<file path="src/rtl/arb_pkg.sv">
// Shared types and defaults for the round-robin output-mux arbiter.
package arb_pkg;

   typedef enum logic {
      IDLE  = 1'b0,
      GRANT = 1'b1
   } arb_state_t;

   localparam int ARB_MAX_BURST = 4;

endpackage

</file>
<file path="src/rtl/rr_pick.sv">
// Combinational round-robin picker: first set request at or after last+1, wrapping.
module rr_pick #(
   parameter int N_REQ = 3,
   parameter int IW    = $clog2(N_REQ)
) (
   input  logic [N_REQ-1:0] req,
   input  logic [IW-1:0]    last,
   output logic             any,
   output logic [IW-1:0]    idx
);

   logic [2*N_REQ-1:0] dbl;

   assign dbl = {req, req};
   assign any = |req;

   // Walk offsets from farthest to nearest so the nearest set bit wins.
   always_comb begin
      int pos;
      pos = 0;
      idx = '0;
      for (int k = N_REQ; k >= 1; k--) begin
         pos = int'(last) + k;
         if (dbl[pos]) begin
            idx = (pos >= N_REQ) ? IW'(pos - N_REQ) : IW'(pos);
         end
      end
   end

endmodule

</file>
<file path="src/rtl/rr_mux_arbiter.sv">
// Round-robin arbiter sharing one registered output between N_REQ requesters.
// Optional checkers compiled in when ARB_ONEHOT_CHECK_EN is defined.
module rr_mux_arbiter
   import arb_pkg::*;
#(
   parameter int N_REQ     = 3,
   parameter int DW        = 8,
   parameter int MAX_BURST = ARB_MAX_BURST
) (
   input  logic                     clk,
   input  logic                     rst_n,
   input  logic [N_REQ-1:0]         req,
   input  logic [DW-1:0]            data [N_REQ],
   output logic [N_REQ-1:0]         gnt,
   output logic                     out_valid,
   output logic [DW-1:0]            out_data,
   output logic [$clog2(N_REQ)-1:0] out_src,
   input  logic                     out_ready
);

   localparam int IW = $clog2(N_REQ);
   localparam int BW = $clog2(MAX_BURST + 1);
   localparam logic [BW-1:0] BURST_LAST = BW'(MAX_BURST);

   arb_state_t    state, state_next;
   logic [IW-1:0] owner, owner_next;
   logic [IW-1:0] last, last_next;
   logic [BW-1:0] beats, beats_next, beats_inc;
   logic          valid_next;
   logic [DW-1:0] data_next;
   logic [IW-1:0] src_next;
   logic          accept;
   logic          pick_any;
   logic [IW-1:0] pick_idx;

   rr_pick #(
      .N_REQ (N_REQ),
      .IW    (IW)
   ) u_pick (
      .req  (req),
      .last (last),
      .any  (pick_any),
      .idx  (pick_idx)
   );

   assign beats_inc = beats + 1'b1;

   always_ff @(posedge clk or negedge rst_n) begin
      if (!rst_n) begin
         state     <= IDLE;
         owner     <= '0;
         last      <= IW'(N_REQ - 1);
         beats     <= '0;
         out_valid <= 1'b0;
         out_data  <= '0;
         out_src   <= '0;
      end else begin
         state     <= state_next;
         owner     <= owner_next;
         last      <= last_next;
         beats     <= beats_next;
         out_valid <= valid_next;
         out_data  <= data_next;
         out_src   <= src_next;
      end
   end

   always_comb begin
      state_next = state;
      owner_next = owner;
      last_next  = last;
      beats_next = beats;
      valid_next = out_valid;
      data_next  = out_data;
      src_next   = out_src;
      gnt        = '0;
      accept     = 1'b0;

      // A new beat below overrides this consume-clear.
      if (out_valid && out_ready) begin
         valid_next = 1'b0;
      end

      unique case (state)
         IDLE: begin
            if (pick_any) begin
               owner_next = pick_idx;
               beats_next = '0;
               state_next = GRANT;
            end
         end
         GRANT: begin
            accept     = req[owner] && (!out_valid || out_ready);
            gnt[owner] = accept;
            if (!req[owner]) begin
               state_next = IDLE;
               last_next  = owner;
            end else if (accept) begin
               valid_next = 1'b1;
               data_next  = data[owner];
               src_next   = owner;
               beats_next = beats_inc;
               if (beats_inc == BURST_LAST) begin
                  state_next = IDLE;
                  last_next  = owner;
               end
            end
         end
         default: state_next = IDLE;
      endcase
   end

`ifdef ARB_ONEHOT_CHECK_EN
   a_gnt_onehot: assert property (@(posedge clk) disable iff (!rst_n)
      $onehot0(gnt))
      else $error("gnt not onehot0: %b", gnt);

   a_gnt_in_grant: assert property (@(posedge clk) disable iff (!rst_n)
      (gnt != '0) |-> (state == GRANT))
      else $error("gnt asserted outside GRANT");

   a_out_stable: assert property (@(posedge clk) disable iff (!rst_n)
      (out_valid && !out_ready) |=> ($stable(out_data) && $stable(out_src)))
      else $error("output changed while stalled");

   a_beats_bound: assert property (@(posedge clk) disable iff (!rst_n)
      beats <= BURST_LAST)
      else $error("beats exceeded burst limit: %0d", beats);
`else
   // Checkers compiled out; datapath identical.
`endif

endmodule

</file>
<file path="config.mk">
export PLATFORM = sky130hd
export DESIGN_NAME = rr_mux_arbiter
export DESIGN_NICKNAME = d
export VERILOG_FILES = /design/src/rtl/arb_pkg.sv /design/src/rtl/rr_pick.sv /design/src/rtl/rr_mux_arbiter.sv
export SDC_FILE = /design/constraint.sdc
export NUM_CORES = 1
export LEC_CHECK = 0
export BUFFER_PORTS_ARGS = -buffer_cell sky130_fd_sc_hd__buf_2
export CORE_MARGIN = 10
export CORE_UTILIZATION = 44
export DETAILED_ROUTE_END_ITERATION = 8
export MAX_ROUTING_LAYER = met4
export PLACE_DENSITY_LB_ADDON = 0.12
export SETUP_SLACK_MARGIN = 0.5
export SYNTH_ARGS = -nofsm -noshare
export SYNTH_HDL_FRONTEND = slang
export SYNTH_HIERARCHICAL = 1
export SYNTH_SLANG_ARGS = --single-unit
</file>
<file path="constraint.sdc">
create_clock -name clk -period 2.5 [get_ports clk]
set_input_delay 0.5 -clock clk [delete_from_list [all_inputs] [get_ports clk]]
set_output_delay 0.5 -clock clk [all_outputs]
set_load 0.02 [all_outputs]
</file>
==> summary.md <==
| Metric | Value |
|---|---|
| Slew Viols, Final | `0` |
| Synth top area cells | `dfrtp_1 33%, mux2i_1 11%, mux2_4 6.6%` |
| Fin crit share | `80.2%` |
| Max-Cap Viols | `0` |
| Met2 Usage GRT | `21.0%` |
| Total GRT Usage | `12.0%` |
| Synth Register Bits | `19` |
| Worst r2r path cells | `7` |
| Area of the multi-input gates | `882 sq um` |
| Clk buf depth | `2` |
| TritonCTS clock tree | `built` |
| H-tree levels | `1` |
| Most Frequent Cell on Critical Path | `buf_4` |
| Hold-fix buffers, CTS | `0` |
| Sum Neg Setup Slack | `0 ns` |
| Post-Route Skew | `0.00158 ns` |
| Fillers | `284` |
| Synth cell count leaders | `18 x dfrtp_1, 16 x nand2_1, 15 x mux2i_1` |
| VDD IR-drop max | `approximately 0.6 mV` |
| Nets@finish | `about 220` |
| Area after DPL | `1600 sq um` |
| TritonRoute pass-1 iters | `4` |
| Post-Syn Area | `1370 sq um` |
| Startpoint types | `flip-flop` |
| Die Y | `approximately 76 um` |
| Synth warnings | `6` |
| Core area | `approximately 3000 sq um` |
| Crit Path Class | `flip-flop to flip-flop` |
| Lkg Pwr | `~0.87 nW` |
| Worst path slowest cell | `dfrtp_2` |
| Hold_ws | `0.127 ns` |
| Routed length per placed instance | `between 15 and 20 um` |
| Worst Path Arrival | `about 2.2 ns` |
| Sequential area share after synthesis | `34.9%` |
| Clock transition at path regs | `0.10 ns` |
| Port Buffer Count | `43` |
| Critical path's largest stage delay | `around 0.45 ns` |
| Share of cells above drive strength 1 | `47.0%` |
| Syn_nets | `171` |
| Crit-path cells | `buf_4, buf_4, and3b_1, a221o_1, o21ai_2, mux2_1, mux2_2` |
| RSZ-0062 raised after global routing | `true` |
| DRC | `0` |
| Area grow syn2layout | `28.1%` |
| Worst-Skew Late Latency | `0.29 ns` |
| Clk sinks | `19` |
| Routed Antenna Nets | `0` |
| Largest net degree at the start of global routing | `20` |
| Post-synth EDFFs | `0` |
| Yosys top cell area share | `32.9%` |
| Vias in the first global route | `1208` |
| Syn avg cell area | `between 10 and 15 sq um` |
| Total routed wirelength | `3.36 mm` |
| Ys async rst share | `100%` |
| Largest area contributor in the netlist | `dfrtp_1` |
| Final instance area | `1750 sq um` |
| Vias | `1172` |
| Setup violators final | `0` |
| Die Span X | `75.8 um` |
| Worst slack at placement | `0.284 ns` |
| Worst setup margin | `0.495 ns` |
| DIE AREA | `5740 sq um` |
| Max Clock Freq | `roughly 0.50 GHz` |
| Most used routing layer | `met2` |
| Iter 0 DRT Violations | `40` |
| Site Rows | `20` |
| Status | `complete, no violations` |
| I/O Pins | `44` |
| Pwr dens | `1260 nW/um^2` |
| Total grt overflow | `0` |
| Slew headroom | `about three fifths` |
| Diode count | `0` |
| Post-Syn Instances | `134` |
| Final Hold Viols | `0` |
| Root Driver | `clkbuf_4` |
| DR vias/cell | `5.38` |
| Count of cell types in the netlist | `40` |
| Slew @ Worst Pin | `0.584 ns` |
| Grt met3 use | `3.91%` |
| Initial Util | `a little under half` |
| Flip-flop and latch area | `479 sq um` |
| Detailed Place HPWL | `2.51 mm` |
| Most frequent cell after synthesis | `dfrtp_1` |
| Critical Path RT | `2.69 ns` |
| Met1 global-route usage | `13.0%` |
| Initial antenna violation count | `0` |
| CTS buffer count | `3` |
| Top FF cell, synth | `dfrtp_1` |
| Placer Congestion | `0.773` |
| Tmin final | `2.00 ns` |
| Worst-path maximum fanout | `4` |
| Worst setup EP type | `flip-flop` |
| First-pass GRT wire length | `5.30 mm` |
| Class of the worst hold path | `input pin to async pin` |
[sequential cells by signal (all words and copies together), names as in the netlist]
| name | count |
|---|---|
| owner | 2 |
| last | 2 |
| state | 1 |
| out_data | 8 |
| beats | 3 |
| out_src | 2 |
| out_valid | 1 |
[cells by family after synthesis]
logic type	Yosys count	synth area share, %
buffers and inverters	11	4.94
AND/OR/NAND/NOR	36	14.5
AO/OA/AOI/OAI	31	14.7
adder cells (fa/ha/maj)	7	6.40
multiplexers	28	23.3
XOR/XNOR	2	1.28
flip-flops	19	34.9
[power breakdown]
group | total (mW) | switching (mW) | internal (mW)
clock network | 0.154 | 0.0919 | 0.0621
logic | 1.49 | 0.754 | 0.738
registers | 0.558 | 0.101 | 0.457
total | 2.20 | 0.947 | 1.26
[through the flow]
step / power, mW / cells / util, %
3_3_place_gp: 1.85 / 204 / 53.4
6_report: 2.20 / 218 / 58.3
3_5_place_dp: 1.89 / 204 / 53.4
4_1_cts: 2.17 / 216 / 57.3
2_1_floorplan: 1.62 / 134 / -
5_1_grt: 2.39 / 218 / 58.3
[layout make-up]
| cell class | instances | area share (%) |
|---|---|---|
| Clock buffer | 4 | 1.50 |
| Tap cell | 33 | 2.36 |
| Sequential cell | 19 | 27.4 |
| Timing Repair Buffer | 55 | 17.6 |
| Multi-Input combinational cell | 104 | 50.4 |
| Inverter | 3 | 0.857 |
[routing by layer]
layer | vias to the layer above | wire length [um]
met5 | - | 0
met4 | 0 | 13
met3 | 2 | 238
met2 | 24 | 1740
met1 | 561 | 1370
li1 | 585 | -
[critical path, delay by kind of cell, from the launching register on]
kind                   cells  cell delay (ns)
AO/OA/AOI/OAI              2             0.42
buffers and inverters      2             0.31
flip-flops                 1             0.45
multiplexers               2             0.58
AND/OR/NAND/NOR            1             0.15
[final timing paths]
kind | from | end | slack [ns]
min in group clk | out_src[1] | out_src[1] | 0.48
hold reg to reg | out_src[1] | out_src[1] | 0.48
setup reg to reg | last[0] | owner[1] | 0.50
hold / removal | rst_n | out_data[1] | 0.13
max in group asynchronous | rst_n | last[1] | 2.04
setup / recovery | last[0] | owner[1] | 0.50
[layout by cell type, fill, tap and decap left out, types with 2 or more instances in the layout]
master / netlist / final
ha_1: 7 / 4
nand3_1: 2 / 2
mux2_2: 6 / 6
nand2_1: 16 / 15
nor2_1: 2 / 2
nor4bb_1: 2 / 2
o21ai_0: 14 / 12
nor2b_1: 2 / 2
o21ai_2: 2 / 2
a21oi_1: 3 / 3
buf_4: 0 / 13
mux2_4: 6 / 6
a22oi_1: 2 / 2
mux2i_1: 15 / 15
clkbuf_4: 0 / 3
dfrtp_2: 0 / 2
nand2b_1: 5 / 4
ha_4: 0 / 3
buf_2: 3 / 42
dfrtp_1: 18 / 16
o21ai_1: 0 / 2
[repair_timing]
action	in CTS	in global routing
pin swaps	0	2
endpoints found under the setup margin	4	4
setup buffers	8	2
gates cloned	0	0
gates resized for setup	9	4
Power figures use the tool's default switching activity.
